## src/rtl/noc_input_queue.sv

```systemverilog
// ---------------------------------------------------------------------------
// noc_input_queue
//   Router input-port flit queue. Buffers DATA_W-bit flits together with
//   their one-hot output-port request and presents the head entry to the
//   switch allocator. Provides occupancy, full/empty indication, a sticky
//   overflow flag and an optional credit-return pulse.
//
// Parameters
//   DATA_W     flit width in bits
//   DEPTH      number of entries (power of two, >= 2)
//   NUM_PORTS  router output ports (width of the one-hot port request)
//
// Ports
//   clk         in   clock, all state updates on the rising edge
//   rst         in   asynchronous active-low reset
//   valid_i     in   push request for data_i / req_port_i
//   data_i      in   incoming flit
//   req_port_i  in   one-hot output-port request of the incoming flit
//   pop_req_i   in   allocator grant, removes the head flit
//   data_o      out  head flit, zero when empty
//   req_port_o  out  head flit port request, zero when empty
//   en_o        out  head valid (queue not empty)
//   full_o      out  occupancy equals DEPTH
//   count_o     out  current occupancy
//   ovf_o       out  sticky: push attempted while full
//   credit_o    out  credit return pulse
//
// Build option
//   QUEUE_CREDIT_EN  when defined, credit_o is a registered copy of the
//                    accepted-pop strobe; otherwise credit_o is tied low.
// ---------------------------------------------------------------------------
module noc_input_queue #(
    parameter int DATA_W    = 16,
    parameter int DEPTH     = 4,
    parameter int NUM_PORTS = 5
) (
    input  logic                         clk,
    input  logic                         rst,
    input  logic                         valid_i,
    input  logic [DATA_W-1:0]            data_i,
    input  logic [NUM_PORTS-1:0]         req_port_i,
    input  logic                         pop_req_i,
    output logic [DATA_W-1:0]            data_o,
    output logic [NUM_PORTS-1:0]         req_port_o,
    output logic                         en_o,
    output logic                         full_o,
    output logic [$clog2(DEPTH+1)-1:0]   count_o,
    output logic                         ovf_o,
    output logic                         credit_o
);

    localparam int PTR_W = $clog2(DEPTH);
    localparam int CNT_W = $clog2(DEPTH+1);
    localparam int ENT_W = DATA_W + NUM_PORTS;

    localparam logic [PTR_W-1:0] PTR_LAST  = PTR_W'(DEPTH-1);
    localparam logic [CNT_W-1:0] CNT_DEPTH = CNT_W'(DEPTH);

    // Each entry holds {flit, port request}
    logic [ENT_W-1:0] r_mem [DEPTH];
    logic [PTR_W-1:0] r_wr_ptr;
    logic [PTR_W-1:0] r_rd_ptr;
    logic [CNT_W-1:0] r_count;
    logic             r_ovf;

    logic             w_en;
    logic             w_full;
    logic             w_push;
    logic             w_pop;

    assign w_en   = (r_count != {CNT_W{1'b0}});
    assign w_full = (r_count == CNT_DEPTH);
    // Fullness is judged on the registered count: a same-cycle pop never
    // frees a slot for the incoming flit.
    assign w_push = valid_i && !w_full;
    assign w_pop  = pop_req_i && w_en;

    // Entry storage: write the accepted flit at the write pointer
    always_ff @(posedge clk or negedge rst) begin
        if (!rst) begin
            for (int i = 0; i < DEPTH; i++) begin
                r_mem[i] <= {ENT_W{1'b0}};
            end
        end else if (w_push) begin
            r_mem[r_wr_ptr] <= {data_i, req_port_i};
        end
    end

    // Pointers, occupancy and sticky overflow
    always_ff @(posedge clk or negedge rst) begin
        if (!rst) begin
            r_wr_ptr <= {PTR_W{1'b0}};
            r_rd_ptr <= {PTR_W{1'b0}};
            r_count  <= {CNT_W{1'b0}};
            r_ovf    <= 1'b0;
        end else begin
            if (w_push) begin
                r_wr_ptr <= (r_wr_ptr == PTR_LAST) ? {PTR_W{1'b0}} : r_wr_ptr + PTR_W'(1);
            end
            if (w_pop) begin
                r_rd_ptr <= (r_rd_ptr == PTR_LAST) ? {PTR_W{1'b0}} : r_rd_ptr + PTR_W'(1);
            end
            case ({w_push, w_pop})
                2'b10:   r_count <= r_count + CNT_W'(1);
                2'b01:   r_count <= r_count - CNT_W'(1);
                default: r_count <= r_count;
            endcase
            if (valid_i && w_full) begin
                r_ovf <= 1'b1;
            end
        end
    end

    // Head presentation: combinational read, zeroed while empty
    always_comb begin
        data_o     = {DATA_W{1'b0}};
        req_port_o = {NUM_PORTS{1'b0}};
        if (w_en) begin
            {data_o, req_port_o} = r_mem[r_rd_ptr];
        end else begin
            data_o     = {DATA_W{1'b0}};
            req_port_o = {NUM_PORTS{1'b0}};
        end
    end

    assign en_o    = w_en;
    assign full_o  = w_full;
    assign count_o = r_count;
    assign ovf_o   = r_ovf;

`ifdef QUEUE_CREDIT_EN
    logic r_credit;

    // Credit pulse follows each accepted pop by one cycle
    always_ff @(posedge clk or negedge rst) begin
        if (!rst) begin
            r_credit <= 1'b0;
        end else begin
            r_credit <= w_pop;
        end
    end

    assign credit_o = r_credit;
`else
    assign credit_o = 1'b0;
`endif

endmodule

```

## config.mk

```make
export PLATFORM = sky130hd
export DESIGN_NAME = noc_input_queue
export DESIGN_NICKNAME = d
export VERILOG_FILES = /design/src/rtl/noc_input_queue.sv
export SDC_FILE = /design/constraint.sdc
export NUM_CORES = 1
export LEC_CHECK = 0
export CAP_MARGIN = 20
export CORE_AREA = 2 2 136 138
export CTS_CLUSTER_SIZE = 10
export DETAILED_ROUTE_END_ITERATION = 10
export DIE_AREA = 0 0 138 140
export PLACE_DENSITY = 0.52
export SLEW_MARGIN = 20
export SYNTH_ARGS = -nofsm -noshare
export SYNTH_HDL_FRONTEND = slang
export SYNTH_SLANG_ARGS = --single-unit
export TNS_END_PERCENT = 10
```

## constraint.sdc

```tcl
create_clock -name clk -period 3.58 [get_ports clk]
set_clock_uncertainty 0.05 [all_clocks]
set_input_delay 0.716 -clock clk [delete_from_list [all_inputs] [get_ports clk]]
set_output_delay 0.716 -clock clk [all_outputs]
set_load 0.02 [all_outputs]
```

==> impl_metrics.json <==
{
  "outcome": "complete, no violations",
  "cp.buffers_inverters": 2,
  "synth_compound_area_share_pct": 0.1783,
  "slowest_delay_ns": 0.58,
  "crit_required_ns": 2.81,
  "nNetsFinal": 359,
  "grt_max_degree": 48,
  "grt_util_all_layers_pct": 9.993,
  "fin_tns_setup_ns": 0,
  "cts_tree": "done",
  "synth-seq-area-share_pct": 54.66,
  "rsz0062_at_grt": "no",
  "vias": 2396,
  "finish.utilization_pct": 30.14,
  "grt_pass1_vias": 2676,
  "hpwl_um": 5965,
  "io_pins": 53,
  "critical_path.slowest_cell": "dfrtp_2",
  "crit_family": "buffers and inverters",
  "drt_pass1_iterations": 4,
  "clkLatencyLatePin_ns": 0.34,
  "drive_gt1_share_pct": 42.17,
  "ys_types": 21,
  "core_area_sq_um": 17780,
  "critical_path_class": "reg2out",
  "gp_congestion": 0.6650,
  "crit_path_start_kind": "flip-flop",
  "worstHoldPathType": "in2async",
  "placed_cells": 545,
  "syn_nets": 303,
  "crit_arrival_ns": 2.38,
  "muxShareOfSynthArea_pct": 35.00,
  "h-tree-depth": 3,
  "reg2regPathDepth": 8,
  "cts_setup_buffers": 0,
  "yosysWarningCount": 0,
  "r2r-start": "count_o[0]$_DFFE_PN0P_",
  "port_buffers": 51,
  "ant_nets": 0,
  "timing.final.crit_share_pct": 87.79,
  "grt_antenna_before_repair": 1,
  "slew_headroom_pct": 46.48,
  "overflow": 0,
  "grt_first_pass_wirelength_um": 14980,
  "worst-path-max-fanout": 14,
  "holdBufCountCts": 0,
  "leakage_nw": 2.151,
  "crit_start": "r_rd_ptr[0]$_DFFE_PN0P_",
  "avgSynthCellArea_sq_um": 15.54,
  "drc_errors": 0,
  "wl_per_cell_um": 16.21,
  "vias_per_cell": 4.263,
  "final_cells": 562,
  "r2r_slack_ns": 0.95,
  "power_density_nw_per_um2": 1057,
  "area_growth_syn_to_layout_pct": 27.24,
  "crit_chain": "buf_12 > mux4_2 > and2_1 > clkdlybuf4s50_1",
  "synth_seq_cells": 92,
  "timing.final.hold_violations": 0,
  "setup_viol_count_final": 0,
  "clock-root-buffer": "clkbuf_16",
  "tightest_slew_ns": 0.8028,
  "die_w_um": 138,
  "finalMaxSlewViolations": 0,
  "worst_setup_path_end_kind": "primary output",
  "ir_drop_mv": 0.5809,
  "synth_fa_ha_area_share_pct": 2.258,
  "rows": 49,
  "die_y_um": 140,
  "fmax_ghz": 0.3182,
  "synth_top_family_by_area": "multiplexers",
  "drt-total-wl_um": 9112,
  "timing.rr.end": "count_o[2]$_DFFE_PN0P_",
  "die_area_sq_um": 19320,
  "numCtsBuffers": 9,
  "clk_pin_slew_ns": 0.06,
  "ctsResizeCount": 0,
  "max_cap_violations": 0,
  "post_synth_xor_area_fraction_pct": 0.6239,
  "syn_inst": 271,
  "period_needed_ns": 3.143,
  "clock_sinks": 92,
  "dr.first_iter.drc_count": 92,
  "synth-simple-area-share_pct": 4.843,
  "start_util_pct": 23.69,
  "syn-cell-area_sq_um": 4212,
  "clock_path_buffers": 2
}
## report_power, final
part	leakage (nW)	switching (mW)	internal, mW
clock network	0.153	0.393	0.630
registers	1.09	0.322	1.58
logic	0.911	1.13	1.61
total	2.15	1.84	3.82
## area by class of cell
| type | instances | area (sq um) |
|---|---|---|
| tap | 229 | 286.5 |
| inverter | 5 | 18.77 |
| fill | 1802 | 12420 |
| antenna | 1 | 2.502 |
| clock buffer | 12 | 246.5 |
| timing repair buffer | 61 | 608.1 |
| multi-input combinational | 158 | 1821 |
| sequential | 92 | 2303 |
| clock inverter | 4 | 72.57 |
## how the worst max path moves through the flow
stage | slack, ns | cells past startpoint | to
after floorplan | 1.24 | 8 | count_o[2]$_DFFE_PN0P_
after global placement | 0.72 | 3 | data_o[5]
after detailed placement | 0.71 | 3 | data_o[5]
after CTS | 0.32 | 3 | data_o[5]
after global routing | 0.25 | 3 | data_o[5]
final | 0.44 | 4 | data_o[10]
## cell usage after synthesis
cell      count  area [sq um]
or3_1         1         6.260
nand2b_1      1         6.260
conb_1        1         3.750
xnor2_1       1         8.760
fa_1          1         20.02
mux2_2       88         991.0
inv_1         5         18.77
xor2_1        2         17.52
mux4_2       21         473.0
buf_2        10         50.05
ha_1          6         75.07
dfrtp_1      92          2302
clkbuf_1      2         7.510
buf_4         2         15.01
a21o_1        1         7.510
and2_1       22         137.6
nor2_1        7         26.28
nand2_1       4         15.01
mux2i_1       1         10.01
nor3b_2       1         12.51
buf_1         2         7.510
## metrics by stage
stage,hold WS [ns],cell area [sq um],power (mW),setup slack [ns]
2_1_floorplan,0.3704,4212,3.670,1.236
6_report,0.3351,5359,5.667,0.4372
4_1_cts,0.3546,5356,5.778,0.3191
3_3_place_gp,0.3941,5037,4.665,0.7219
3_5_place_dp,0.4013,5037,4.728,0.7147
5_1_grt,0.3803,5356,6.039,0.2477
## placed cells by master (no fill, tap or decap), types with 2 or more instances in the layout
cell and count:
dfrtp_1 91, mux2_2 88, clkdlybuf4s50_1 50, and2_1 22, mux4_2 21, clkbuf_16 9
buf_4 9, ha_1 6, inv_1 5, nand2_1 4, nor2_2 4, nor2_1 3
xor2_1 2, bufinv_16 2, clkbuf_1 2, buf_12 2
## logic make-up after synthesis
kind of cell | count (synthesis)
AO/OA/AOI/OAI | 1
multiplexers | 110
other | 1
flip-flops | 92
AND/OR/NAND/NOR | 36
XOR/XNOR | 3
buffers and inverters | 21
adder cells (fa/ha/maj) | 7
## metal layers
layer / wire length, um / track usage, % / vias to the layer above / part of all wire (%)
met1: 4118 / 12.42 / 1262 / 45
met2: 4368 / 16.26 / 48 / 48
met4: 99 / 2.846 / 0 / 1.1
met3: 525 / 3.863 / 8 / 5.8
li1: - / - / 1078 / -
met5: 0 / 0 / - / 0
## sequential cells by signal, indices dropped and copies added (netlist names)
| register | flops |
|---|---|
| r_rd_ptr | 2 |
| ovf_o | 1 |
| r_wr_ptr | 2 |
| count_o | 3 |
| r_mem | 84 |
Note: power is estimated with default switching activity, not from simulation.
